**src/rtl/seq_pkg.sv**
```systemverilog
// Shared types and index arithmetic for the step sequencer.
// Pure declarations; no latency, no flow control.
package seq_pkg;

  localparam int unsigned SEL_W = 4;

  typedef enum logic [1:0] {
    ST_IDLE   = 2'd0,
    ST_SAMPLE = 2'd1,
    ST_OFFER  = 2'd2,
    ST_WAIT   = 2'd3
  } seq_state_t;

  // dir=1 counts down; both directions wrap within 0..num_steps-1.
  function automatic logic [SEL_W-1:0] next_idx(input logic [SEL_W-1:0] cur,
                                                input logic             dir,
                                                input int unsigned      num_steps);
    logic [SEL_W-1:0] last;
    last = SEL_W'(num_steps - 1);
    if (dir) begin
      return (cur == '0) ? last : cur - 1'b1;
    end
    return (cur == last) ? '0 : cur + 1'b1;
  endfunction

  function automatic logic idx_wraps(input logic [SEL_W-1:0] cur,
                                     input logic             dir,
                                     input int unsigned      num_steps);
    logic [SEL_W-1:0] last;
    last = SEL_W'(num_steps - 1);
    return dir ? (cur == '0) : (cur == last);
  endfunction

endpackage

```
**src/rtl/t_tick_prescaler.sv**
```systemverilog
// Step-rate prescaler: tick pulses combinationally on the TICK_DIV-th enabled cycle.
// Latency: tick in the same cycle the count reaches TICK_DIV-1; no backpressure, holds when disabled.
module t_tick_prescaler #(
  parameter int unsigned TICK_DIV = 50_000_000
) (
  input  logic clk,
  input  logic reset,
  input  logic enable,
  input  logic clear,
  output logic tick
);

  localparam int unsigned CW = $clog2(TICK_DIV + 1);
  localparam logic [CW-1:0] CNT_MAX = CW'(TICK_DIV - 1);

  logic [CW-1:0] cnt;

  assign tick = enable && !clear && (cnt == CNT_MAX);

  always_ff @(posedge clk) begin
    if (reset) begin
      cnt <= '0;
    end else if (clear) begin
      cnt <= '0;
    end else if (enable) begin
      if (cnt == CNT_MAX) begin
        cnt <= '0;
      end else begin
        cnt <= cnt + 1'b1;
      end
    end
  end

endmodule

```
**src/rtl/t_step_seq.sv**
```systemverilog
// Step sequencer driving the byte-mux select and offering {step_idx, step_data} downstream.
// Latency: advance -> step_valid 2 cycles; period TICK_DIV+2. Offer held until step_ready; stalls add 1:1.
// Option: define SEQ_REVERSE_EN to add the dir port (1 = count down).
module t_step_seq
  import seq_pkg::*;
#(
  parameter int unsigned NUM_STEPS = 12,
  parameter int unsigned TICK_DIV  = 50_000_000,
  parameter int unsigned DW        = 8
) (
  input  logic             clk,
  input  logic             reset,
  input  logic             run,
  input  logic             restart,
  output logic [SEL_W-1:0] sel,
  input  logic [DW-1:0]    mux_y,
  output logic [DW-1:0]    step_data,
  output logic [SEL_W-1:0] step_idx,
  output logic             step_valid,
  input  logic             step_ready,
  output logic             seq_wrap
`ifdef SEQ_REVERSE_EN
  ,
  input  logic             dir
`endif
);

  seq_state_t       state, state_nxt;
  logic [SEL_W-1:0] cur;
  logic             restart_pend;
  logic             tick;
  logic             psc_en, psc_clr;
  logic             do_restart, do_advance, do_capture;
  logic             adv_dir;

`ifdef SEQ_REVERSE_EN
  assign adv_dir = dir;
`else
  assign adv_dir = 1'b0;
`endif

  assign sel        = cur;
  assign step_valid = (state == ST_OFFER);

  // Restart has priority over the tick, so it also masks the counter.
  assign psc_en  = (state == ST_WAIT) && run && !restart;
  assign psc_clr = restart || ((state == ST_WAIT) && !run);

  t_tick_prescaler #(
    .TICK_DIV (TICK_DIV)
  ) u_prescaler (
    .clk    (clk),
    .reset  (reset),
    .enable (psc_en),
    .clear  (psc_clr),
    .tick   (tick)
  );

  always_comb begin
    state_nxt  = state;
    do_restart = 1'b0;
    do_advance = 1'b0;
    do_capture = 1'b0;
    case (state)
      ST_IDLE: begin
        if (restart) begin
          do_restart = 1'b1;
          state_nxt  = run ? ST_SAMPLE : ST_IDLE;
        end else if (run) begin
          state_nxt = ST_SAMPLE;
        end
      end
      ST_SAMPLE: begin
        if (restart) begin
          do_restart = 1'b1;
          state_nxt  = run ? ST_SAMPLE : ST_IDLE;
        end else begin
          do_capture = 1'b1;
          state_nxt  = ST_OFFER;
        end
      end
      ST_OFFER: begin
        // A restart seen while offering is deferred until the consumer takes the step.
        if (step_ready) begin
          if (restart_pend || restart) begin
            do_restart = 1'b1;
            state_nxt  = run ? ST_SAMPLE : ST_IDLE;
          end else begin
            state_nxt = ST_WAIT;
          end
        end
      end
      ST_WAIT: begin
        if (restart) begin
          do_restart = 1'b1;
          state_nxt  = run ? ST_SAMPLE : ST_IDLE;
        end else if (!run) begin
          state_nxt = ST_IDLE;
        end else if (tick) begin
          do_advance = 1'b1;
          state_nxt  = ST_SAMPLE;
        end
      end
      default: state_nxt = ST_IDLE;
    endcase
  end

  always_ff @(posedge clk) begin
    if (reset) begin
      state        <= ST_IDLE;
      cur          <= '0;
      restart_pend <= 1'b0;
      step_data    <= '0;
      step_idx     <= '0;
      seq_wrap     <= 1'b0;
    end else begin
      state    <= state_nxt;
      seq_wrap <= 1'b0;
      if (do_restart) begin
        cur <= '0;
      end else if (do_advance) begin
        cur      <= next_idx(cur, adv_dir, NUM_STEPS);
        seq_wrap <= idx_wraps(cur, adv_dir, NUM_STEPS);
      end
      if (state == ST_OFFER && step_ready) begin
        restart_pend <= 1'b0;
      end else if (state == ST_OFFER && restart) begin
        restart_pend <= 1'b1;
      end
      if (do_capture) begin
        step_data <= mux_y;
        step_idx  <= cur;
      end
    end
  end

endmodule

```
**config.mk**
```make
export PLATFORM = sky130hd
export DESIGN_NAME = t_step_seq
export DESIGN_NICKNAME = d
export VERILOG_FILES = /design/src/rtl/seq_pkg.sv /design/src/rtl/t_tick_prescaler.sv /design/src/rtl/t_step_seq.sv
export SDC_FILE = /design/constraint.sdc
export NUM_CORES = 1
export LEC_CHECK = 0
export BUFFER_PORTS_ARGS = -buffer_cell sky130_fd_sc_hd__buf_4
export CAP_MARGIN = 20
export CORE_UTILIZATION = 45
export CTS_CLUSTER_DIAMETER = 120
export CTS_CLUSTER_SIZE = 24
export DETAILED_ROUTE_END_ITERATION = 6
export PLACE_DENSITY_LB_ADDON = 0.12
export SYNTH_ARGS = -nofsm -noshare
export SYNTH_HDL_FRONTEND = slang
export SYNTH_HIERARCHICAL = 1
export SYNTH_SLANG_ARGS = --single-unit
export TNS_END_PERCENT = 1
```
**constraint.sdc**
```tcl
create_clock -name clk -period 3.1 [get_ports clk]
set_input_delay 0 -clock clk [delete_from_list [all_inputs] [get_ports clk]]
set_output_delay 0 -clock clk [all_outputs]
set_load 0.005 [all_outputs]
```
### Yosys cells after proc, flatten, opt, wreduce, memory -nomap -nowiden

Index checks and enable logic that the tools add are counted.

| storage, ports and cells | value |
|---|---|
| register bits after elaboration | 46 |
| bits of input ports | 13 |
| logic and storage cells | 63 |

| operators by class | value |
|---|---|
| add/sub/neg operators | 2 |
| eq/ne operators | 8 |
| mux-type cells | 26 |
| bitwise logic cells | 1 |
| reduce and logical (&&, ||, !) cells | 19 |

Operator list:

| operator | number |
|---|---|
| 26-bit by 1-bit adder with 26-bit output (second input constant) | 1 |
| 26-bit equality test (second input constant) | 1 |
| 26-bit 2-to-1 mux | 1 |
| 2-bit 2-to-1 mux | 8 |
| 1-bit 2-to-1 mux | 13 |
| 4-bit 2-to-1 mux | 2 |
| 2-bit one-hot mux with 4 select lines | 1 |
| 1-bit logical AND | 7 |
| 2-bit OR reduction | 3 |
| 3-bit OR reduction | 2 |
| 4-bit by 1-bit adder with 4-bit output (second input constant) | 1 |
| 2-bit equality test (second input constant) | 2 |
| 4-bit equality test (second input constant) | 1 |
| 4-bit != test (second input constant) | 1 |
| 1-bit logical NOT | 3 |
| 3-bit != test (second input constant) | 1 |
| 3-bit AND reduction | 1 |
| 2-bit by 1-bit equality test with 1-bit output (second input constant) | 1 |
| 2-bit logical NOT | 1 |
| 1-bit logical OR | 2 |
| 2-bit by 1-bit != test with 1-bit output (second input constant) | 1 |
| 1-bit one-hot mux with 2 select lines | 1 |
| 1-bit NOT | 1 |

### Logic depth before layout (Yosys ltp)

Gate-level depths: netlist of run 1.

| logic depth | value |
|---|---|
| word-level depth | 14 |
| depth in mapped cells | 10 |
| depth with buffers taken out | 8 |

### Cells and area by module

Netlist of run 1, hierarchy kept.

Modules (own cells, without submodules):

| module | times used | cells each | area an instance (µm²) |
|---|---|---|---|
| t_tick_prescaler | 1 | 146 | 1244.9 |
| t_step_seq | 1 | 97 | 937.1 |

### Least setup slack after synthesis of run 1

Ideal clock, no wire load.

| timing path | value |
|---|---|
| path kind | register to register |
| start point | register state[1] |
| end point | register cur[3], in the netlist sel[3] |
| arrival | 2.444 ns |
| setup slack | 0.568 ns |
| stages on the path, launching flop included | 10 |
| buffers on the path | 1 |
| cell sequence | dfxtp_1 > nand4b_4 > inv_1 > buf_2 > and4_1 > nand4_1 > nor3_1 > inv_1 > or4_4 > a311oi_2 |

| between the ends | value |
|---|---|
| elaborated cells between the ends (all ways) | 18 |

RTL lines:

| what | RTL line | text |
|---|---|---|
| from (decl) | t_step_seq.sv:28 | `seq_state_t state, state_nxt;` |
| from (signal assigned) | t_step_seq.sv:117 | `state <= state_nxt;` |
| 2-bit equality test | t_step_seq.sv:46 | `assign psc_en = (state == ST_WAIT) && run && !restart;` |
| 1-bit logical AND (2 in a row) | t_step_seq.sv:46 |  |
| net psc_en | t_step_seq.sv:32 | `logic psc_en, psc_clr;` |
| 1-bit logical AND (2 in a row) | t_tick_prescaler.sv:18 | `assign tick = enable && !clear && (cnt == CNT_MAX);` |
| net tick | t_step_seq.sv:31 | `logic tick;` |
| 1-bit 2-to-1 mux | t_step_seq.sv:99 | `end else if (tick) begin` |
| 1-bit 2-to-1 mux | t_step_seq.sv:97 | `end else if (!run) begin` |
| 1-bit 2-to-1 mux | t_step_seq.sv:94 | `if (restart) begin` |
| 1-bit 2-to-1 mux | t_step_seq.sv:64 | `case (state)` |
| to (signal assigned) | t_step_seq.sv:122 | `cur <= next_idx(cur, adv_dir, NUM_STEPS);` |
| to (decl) | t_step_seq.sv:29 | `logic [SEL_W-1:0] cur;` |

The timed path passes the listed nets, and every way through them passes these cells.
A chain may end at the register's enable or synchronous reset.

### Worst setup path after layout of run 1

| timing path | value |
|---|---|
| start point | register state[1] |
| end point | register u_prescaler.cnt[22] |

| between the ends | value |
|---|---|
| elaborated cells between the ends (all ways) | 6 |

RTL lines:

| what | RTL line | text |
|---|---|---|
| 2-bit equality test | t_step_seq.sv:46 |  |
| 1-bit logical AND (2 in a row) | t_step_seq.sv:46 |  |
| net psc_en | t_step_seq.sv:32 |  |
| to (signal assigned) | t_tick_prescaler.sv:29 | `cnt <= cnt + 1'b1;` |
| to (decl) | t_tick_prescaler.sv:16 | `logic [CW-1:0] cnt;` |

The timed path passes the listed nets, and every way through them passes these cells.

==> flow_metrics.py, run 1 <==
metrics = {
    "worst_setup_path": {
        "crit_fanout": 12,
        "worst_ep_required_time_ns": 3.33,
        "cp-end-kind": "register",
        "path_class": "register to register",
        "start_kind": "register",
        "critPathArrivalTime_ns": 2.80,
    },
    "route": {
        "num_vias": 1868,
        "via_per_inst": 5.59,
        "route.detailed.drc": 0,
        "drt_iter0_markers": 139,
        "drtAntennaViolNets": 0,
        "drt_wl_total_um": 4360,
        "wire_per_inst_um": 13.0,
        "firstDrtPassIters": 4,
    },
    "clock_network": {
        "clock_latency_ns": 0.30,
        "cts_max_level": 2,
        "cts_root_buffer": "clkbuf_8",
        "cts_setup_buffers": 0,
        "cts_tree": "yes",
        "clock_sinks": 46,
        "cts_buffers": 5,
        "clock_path_buffers": 2,
        "clkTransAtPathRegs_ns": 0.09,
    },
    "yosys": {
        "async_reset_ff_frac": 0,
        "synth_area_per_cell_um2": 8.98,
        "syn_inst": 243,
        "yosysWarningCount": 6,
        "synthFlopType": "dfxtp_1",
        "yosysSeqAreaShare": 0.422,
        "syn-num-nets": 259,
        "ys_ff_latch": 46,
        "netlist_area_um2": 2180,
        "synth_edf_count": 0,
        "yosys.cell_types.count": 43,
    },
    "place": {
        "dp.cells": 317,
        "portBuffers": 30,
        "gp_congestion": 0.811,
        "place_hpwl_um": 2930,
    },
    "floorplanning": {
        "dieHeight_um": 71.6,
        "row_count": 24,
        "die_x_um": 71.6,
        "core_um2": 4500,
        "die_area_um2": 5130,
        "pin_count": 31,
        "start_util": 0.484,
    },
    "global_routing": {
        "antenna_found_initial": 0,
        "grt_max_degree": 26,
        "grt_pass1_wl_um": 7680,
        "gr-total-overflow": 0,
        "grt_usage": 0.189,
        "first_global_vias": 1649,
    },
    "sta": {
        "setup_viol": 0,
        "rsz0062_at_grt": "no",
        "fin_crit_ns": 2.57,
        "slew_headroom": 0.668,
        "finalSetupTns_ns": 0,
        "tightest_slew_ns": 0.497,
        "finalMaxSlewViolations": 0,
        "fmax_mhz": 389,
        "skew_ns": 0.00770,
        "finalCritPeriodShare": 0.829,
        "hold_violations": 0,
    },
    "power_and_ir_drop": {
        "pwr_density_cell_nw_per_um2": 392,
        "fin_total_pwr_w": 0.00103,
        "p_leak_nw": 0.912,
        "peakVddDrop_mv": 0.251,
    },
    "final_layout": {
        "diodes": 0,
        "area_delta_synth_final_pct": 20.1,
        "final_cell_mix": "dfxtp_1 (46), buf_4 (34), nor2_1 (29)",
        "final_common_cell": "dfxtp_1",
        "finalNonFillerCells": 334,
        "fin_nets": 298,
        "fin_util": 0.582,
        "drive_gt1_frac": 0.181,
    },
    "min_path": {
        "hp-class": "input pin to register",
    },
    "outcome": {
        "status": "completed",
    },
    "job": {
        "maxCapViolCount": 0,
    },
}
## flip-flops by register name, summed over array words and instances, names as in the netlist
| name | count |
|---|---|
| restart_pend | 1 |
| sel | 4 |
| seq_wrap | 1 |
| state | 2 |
| step_data | 8 |
| step_idx | 4 |
| u_prescaler/cnt | 26 |
## metrics by stage
step	hold WS (ns)	setup WS (ns)	instance area, um^2
3_3_place_gp	0.218	0.590	2440
4_1_cts	0.00333	0.522	2620
6_report	0.00903	0.529	2620
2_1_floorplan	0.0767	0.568	2180
3_5_place_dp	0.217	0.542	2440
5_1_grt	0.0473	0.307	2620
## critical path, stage by stage (launching register included)
cell and delay [ns]:
dfxtp_1 0.56, nand4b_4 0.17, inv_1 0.17, buf_4 0.18, nand4_4 0.13, or4_1 0.69, or4_1 0.44, a21oi_1 0.14
## path summary, 6_finish.rpt
check | cells past startpoint | slack (ns) | from | to
max reg2reg | 7 | 0.53 | state[1]$_SDFFE_PP0P_ | u_prescaler/cnt[22]$_SDFFE_PP0P_
max | 7 | 0.53 | state[1]$_SDFFE_PP0P_ | u_prescaler/cnt[22]$_SDFFE_PP0P_
min reg2reg | 2 | 0.49 | u_prescaler/cnt[25]$_SDFFE_PP0P_ | u_prescaler/cnt[25]$_SDFFE_PP0P_
min | 3 | 0.009 | run | state[0]$_SDFFE_PP0P_
## timing repair
action                    in CTS  in global routing
hold endpoints to repair      10                  0
hold buffers                  10                  0
resized for setup              0                  0
## cells by family after synthesis
logic type               Yosys count  share of synthesized area
AND/OR/NAND/NOR                  102                      0.277
XOR/XNOR                          12                     0.0482
adder cells (fa/ha/maj)            3                     0.0172
AO/OA/AOI/OAI                     46                      0.133
buffers and inverters             21                     0.0430
flip-flops                        46                      0.422
multiplexers                      13                     0.0596
## routing by layer
metal / global-route usage / vias up / part of all wire
li1: - / 969 / -
met1: 0.276 / 851 / 0.51
met2: 0.267 / 41 / 0.43
met3: 0.0492 / 7 / 0.042
met4: 0.0719 / 0 / 0.016
met5: 0 / - / 0
## where the power goes
group / switching [W] / leakage [nW] / internal [W] / total (W)
Combinational: 0.0000332 / 0.497 / 0.0000410 / 0.0000742
Clock: 0.000195 / 0.0438 / 0.000152 / 0.000347
Sequential: 0.00000857 / 0.371 / 0.000597 / 0.000605
Total: 0.000237 / 0.912 / 0.000789 / 0.00103
## synth_stat cells, drive strengths merged (3+ instances only)
cell | count | area (um^2)
a211oi | 5 | 37.5
a21oi | 16 | 80.1
and4 | 3 | 26.3
buf | 6 | 36.3
clkbuf | 6 | 23.8
dfxtp | 46 | 921
ha | 3 | 37.5
inv | 9 | 33.8
mux2i | 13 | 130
nand2 | 12 | 45.0
nand3 | 9 | 45.0
nand4 | 9 | 71.3
nor2 | 29 | 109
nor3 | 6 | 30.0
nor4 | 3 | 18.8
o21ai | 12 | 60.1
o31ai | 8 | 60.1
or3 | 8 | 51.3
or4 | 10 | 82.6
xnor2 | 8 | 70.1
xor2 | 4 | 35.0
## layout make-up
class / count / area [um^2]
fill: 402 / 1880
clock buffer: 5 / 68.8
sequential: 46 / 921
inverter: 9 / 33.8
multi-input combinational: 176 / 1170
clock inverter: 2 / 10.0
tap: 52 / 65.1
timing repair buffer: 44 / 355
(Power assumes the default switching activity.)
==> inputs of run 2 (changes only) <==
- ABC_AREA: unset -> 1
- clock period: 3.1 -> 2.5 ns (I/O delays scaled with it)
==> run 2 against run 1 <==
Effect of this change:
- final area up 8.3%
- sequential share of layout area shrank 2.7 points
- synthesized cell count rose by 42%
- setup slack improved by 0.043 ns
- highest routed layer unchanged
- clock power is 55% higher
- routed wire length rose by 19%
- critical path type unchanged
- first-iteration DRC count is 40% lower
- non-clock buffer count down 2
==> flow_metrics.py, run 2 <==
metrics = {
    "worst_setup_path": {
        "worst_ep_required_time_ns": 2.73,
        "crit_fanout": 4,
        "cpMostUsedCell": "nor2_1",
        "start_kind": "register",
        "critPathTopFamily": "simple AND/OR/NAND/NOR gates",
        "path_class": "register to register",
        "slowest_delay_ns": 0.38,
        "cpMaxStageDelayCell": "dfxtp_1",
        "crit_buf_inv": 2,
        "cp-end-kind": "register",
        "crit_chain": "ha_1 > nand3_1 > inv_1 > nand2_1 > nor2_1 > nand3_2 > nor2_1 > inv_1 > nand3_1 > nor2_1 > nor2_1 > nand3_1 > a21oi_1",
        "critPathArrivalTime_ns": 2.16,
        "r2r_cells": 13,
        "crit_cells": 13,
        "r2r_slack_ns": 0.57,
    },
    "final_layout": {
        "top_register": "u_prescaler/cnt",
        "fin_nets": 403,
        "fin_util": 0.582,
        "biggestRegsByFlops": "u_prescaler/cnt x26, step_data x8",
        "final_common_cell": "nor2_1",
        "diodes": 0,
        "area_delta_synth_final_pct": 20.9,
        "final_cell_mix": "nor2_1 (82), nand2_1 (59), dfxtp_1 (46)",
        "largest_reg_flops": 26,
        "drive_gt1_frac": 0.152,
    },
    "yosys": {
        "synthTopCellsByCount": "nor2_1 (82), nand2_1 (59), dfxtp_1 (46)",
        "ys_ff_latch": 46,
        "netlist_area_um2": 2350,
        "syn-num-nets": 360,
        "synth_area_per_cell_um2": 6.82,
        "yosys.cell_types.count": 29,
        "async_reset_ff_frac": 0,
        "synth_edf_count": 0,
        "synth_top_area_share": 0.392,
        "yosysWarningCount": 6,
        "yosysMostFrequentCell": "nor2_1",
        "synthFlopType": "dfxtp_1",
        "syn_inst": 344,
        "yosysSeqAreaShare": 0.392,
        "synth.largest_area_cell": "dfxtp_1",
        "synth_area_leaders": "dfxtp_1 (39%), nor2_1 (13%), nand2_1 (9.4%)",
    },
    "min_path": {
        "hp-class": "input pin to register",
        "worstHoldPathCells": 4,
    },
    "power_and_ir_drop": {
        "clock_power_share": 0.379,
        "pwr_density_cell_nw_per_um2": 500,
        "combPwrFrac": 0.085,
        "switching_share": 0.218,
        "p_switching_w": 0.000309,
        "p_leak_nw": 1.12,
        "seqPwrFrac": 0.536,
        "internal_power_w": 0.00111,
        "peakVddDrop_mv": 0.423,
    },
    "floorplanning": {
        "start_util": 0.481,
        "die_area_um2": 5510,
        "pin_count": 31,
        "dieHeight_um": 74.2,
        "die_x_um": 74.2,
        "row_count": 25,
        "core_um2": 4880,
    },
    "clock_network": {
        "cts_max_level": 2,
        "ctsResizeCount": 0,
        "cts_tree": "yes",
        "clkTransAtPathRegs_ns": 0.08,
        "cts_setup_buffers": 0,
        "clock_path_buffers": 2,
        "ctsHoldBuffers": 10,
        "cts_buffers": 5,
        "clock_sinks": 46,
        "clock_latency_ns": 0.29,
        "cts_root_buffer": "clkbuf_8",
    },
    "global_routing": {
        "antenna_found_initial": 0,
        "grt_usage": 0.210,
        "grt_max_degree": 16,
        "gr-total-overflow": 0,
        "first_global_vias": 2040,
        "grt_pass1_wl_um": 8830,
    },
    "sta": {
        "fmax_mhz": 519,
        "finalCritPeriodShare": 0.771,
        "fin_crit_ns": 1.93,
        "finalMaxSlewViolations": 0,
        "skew_ns": 0.00245,
        "hold_violations": 0,
        "slew_headroom": 0.378,
        "finalSetupTns_ns": 0,
        "tightest_slew_ns": 0.929,
        "setup_viol": 0,
        "holdWs_ns": 0.0803,
        "rsz0062_at_grt": "no",
    },
    "route": {
        "firstDrtPassIters": 4,
        "drtAntennaViolNets": 0,
        "num_vias": 2214,
        "route.detailed.drc": 0,
        "drt_wl_total_um": 5190,
        "via_per_inst": 4.87,
        "drt_iter0_markers": 84,
        "wire_per_inst_um": 11.4,
    },
    "place": {
        "place_hpwl_um": 3760,
        "portBuffers": 30,
        "gp_congestion": 0.852,
    },
    "job": {
        "maxCapViolCount": 0,
    },
    "outcome": {
        "status": "completed",
    },
}
## run 2: changes by cell type after synthesis, moves of 8 or more
| cell | previous run | this run |
|---|---|---|
| nor2_1 | 29 | 82 |
| or4_1 | 8 | 0 |
| nand2_1 | 12 | 59 |
| nor2_2 | 0 | 8 |
| mux2i_1 | 13 | 1 |
| inv_1 | 9 | 36 |
| o31ai_1 | 8 | 0 |
| nand3_1 | 9 | 38 |
## run 2: path summary, 6_finish.rpt
| path | start | to |
|---|---|---|
| max | u_prescaler/cnt[1]$_SDFFE_PP0P_ | state[1]$_SDFFE_PP0P_ |
| min reg2reg | restart_pend$_SDFFE_PP0P_ | restart_pend$_SDFFE_PP0P_ |
| min | restart | sel[1]$_SDFFE_PP0P_ |
| max reg2reg | u_prescaler/cnt[1]$_SDFFE_PP0P_ | state[1]$_SDFFE_PP0P_ |
## run 2: kinds of logic (layout without fill, tap and decap cells)
kind of cell             Yosys count  count (layout)  synth area share
buffers and inverters             43              87            0.0762
flip-flops                        46              46             0.392
AND/OR/NAND/NOR                  207             207             0.400
XOR/XNOR                          10              10            0.0373
adder cells (fa/ha/maj)            3               3            0.0160
AO/OA/AOI/OAI                     34              34            0.0741
multiplexers                       1               1           0.00426
## run 2: worst reg2reg max path: cells and delay by family (launching register included)
kind	cells	cell delay (ns)
buffers and inverters	2	0.18
adders and majority gates	1	0.16
and+or+nand+nor	9	1.01
AOI/OAI and AO/OA	1	0.13
DFF	1	0.38
## run 2: per-stage QoR
step                cell area (um^2)  std cells  power, W  setup slack (ns)
floorplan                       2350        344  0.000836             0.599
global placement                2630        437  0.000884             0.611
detailed placement              2630        437  0.000885             0.595
CTS                             2840        455   0.00143             0.566
global route                    2840        455   0.00148             0.301
finish                          2840        455   0.00142             0.572
## run 2: routing by layer
layer,part of all wire,up-vias,GRT usage
met5,0,-,0
met4,0.018,0,0.0797
met3,0.042,9,0.0393
met2,0.48,41,0.365
met1,0.46,993,0.259
li1,-,1171,-
## run 2: area by class of cell
type | count | area (um^2)
Fill cell | 493 | 2040
Multi-Input combinational cell | 255 | 1250
Tap cell | 67 | 83.8
Inverter | 37 | 140
Clock buffer | 7 | 76.3
Clock inverter | 1 | 30.0
Sequential cell | 46 | 921
Timing Repair Buffer | 42 | 340
## run 2: power groups by stage
stage | Clock [W] | Sequential [W] | Combinational [W]
floorplan | 0 | 0.000778 | 0.0000587
global placement | 0 | 0.000777 | 0.000108
detailed placement | 0 | 0.000777 | 0.000108
CTS | 0.000552 | 0.000760 | 0.000121
global route | 0.000581 | 0.000763 | 0.000136
finish | 0.000537 | 0.000761 | 0.000120
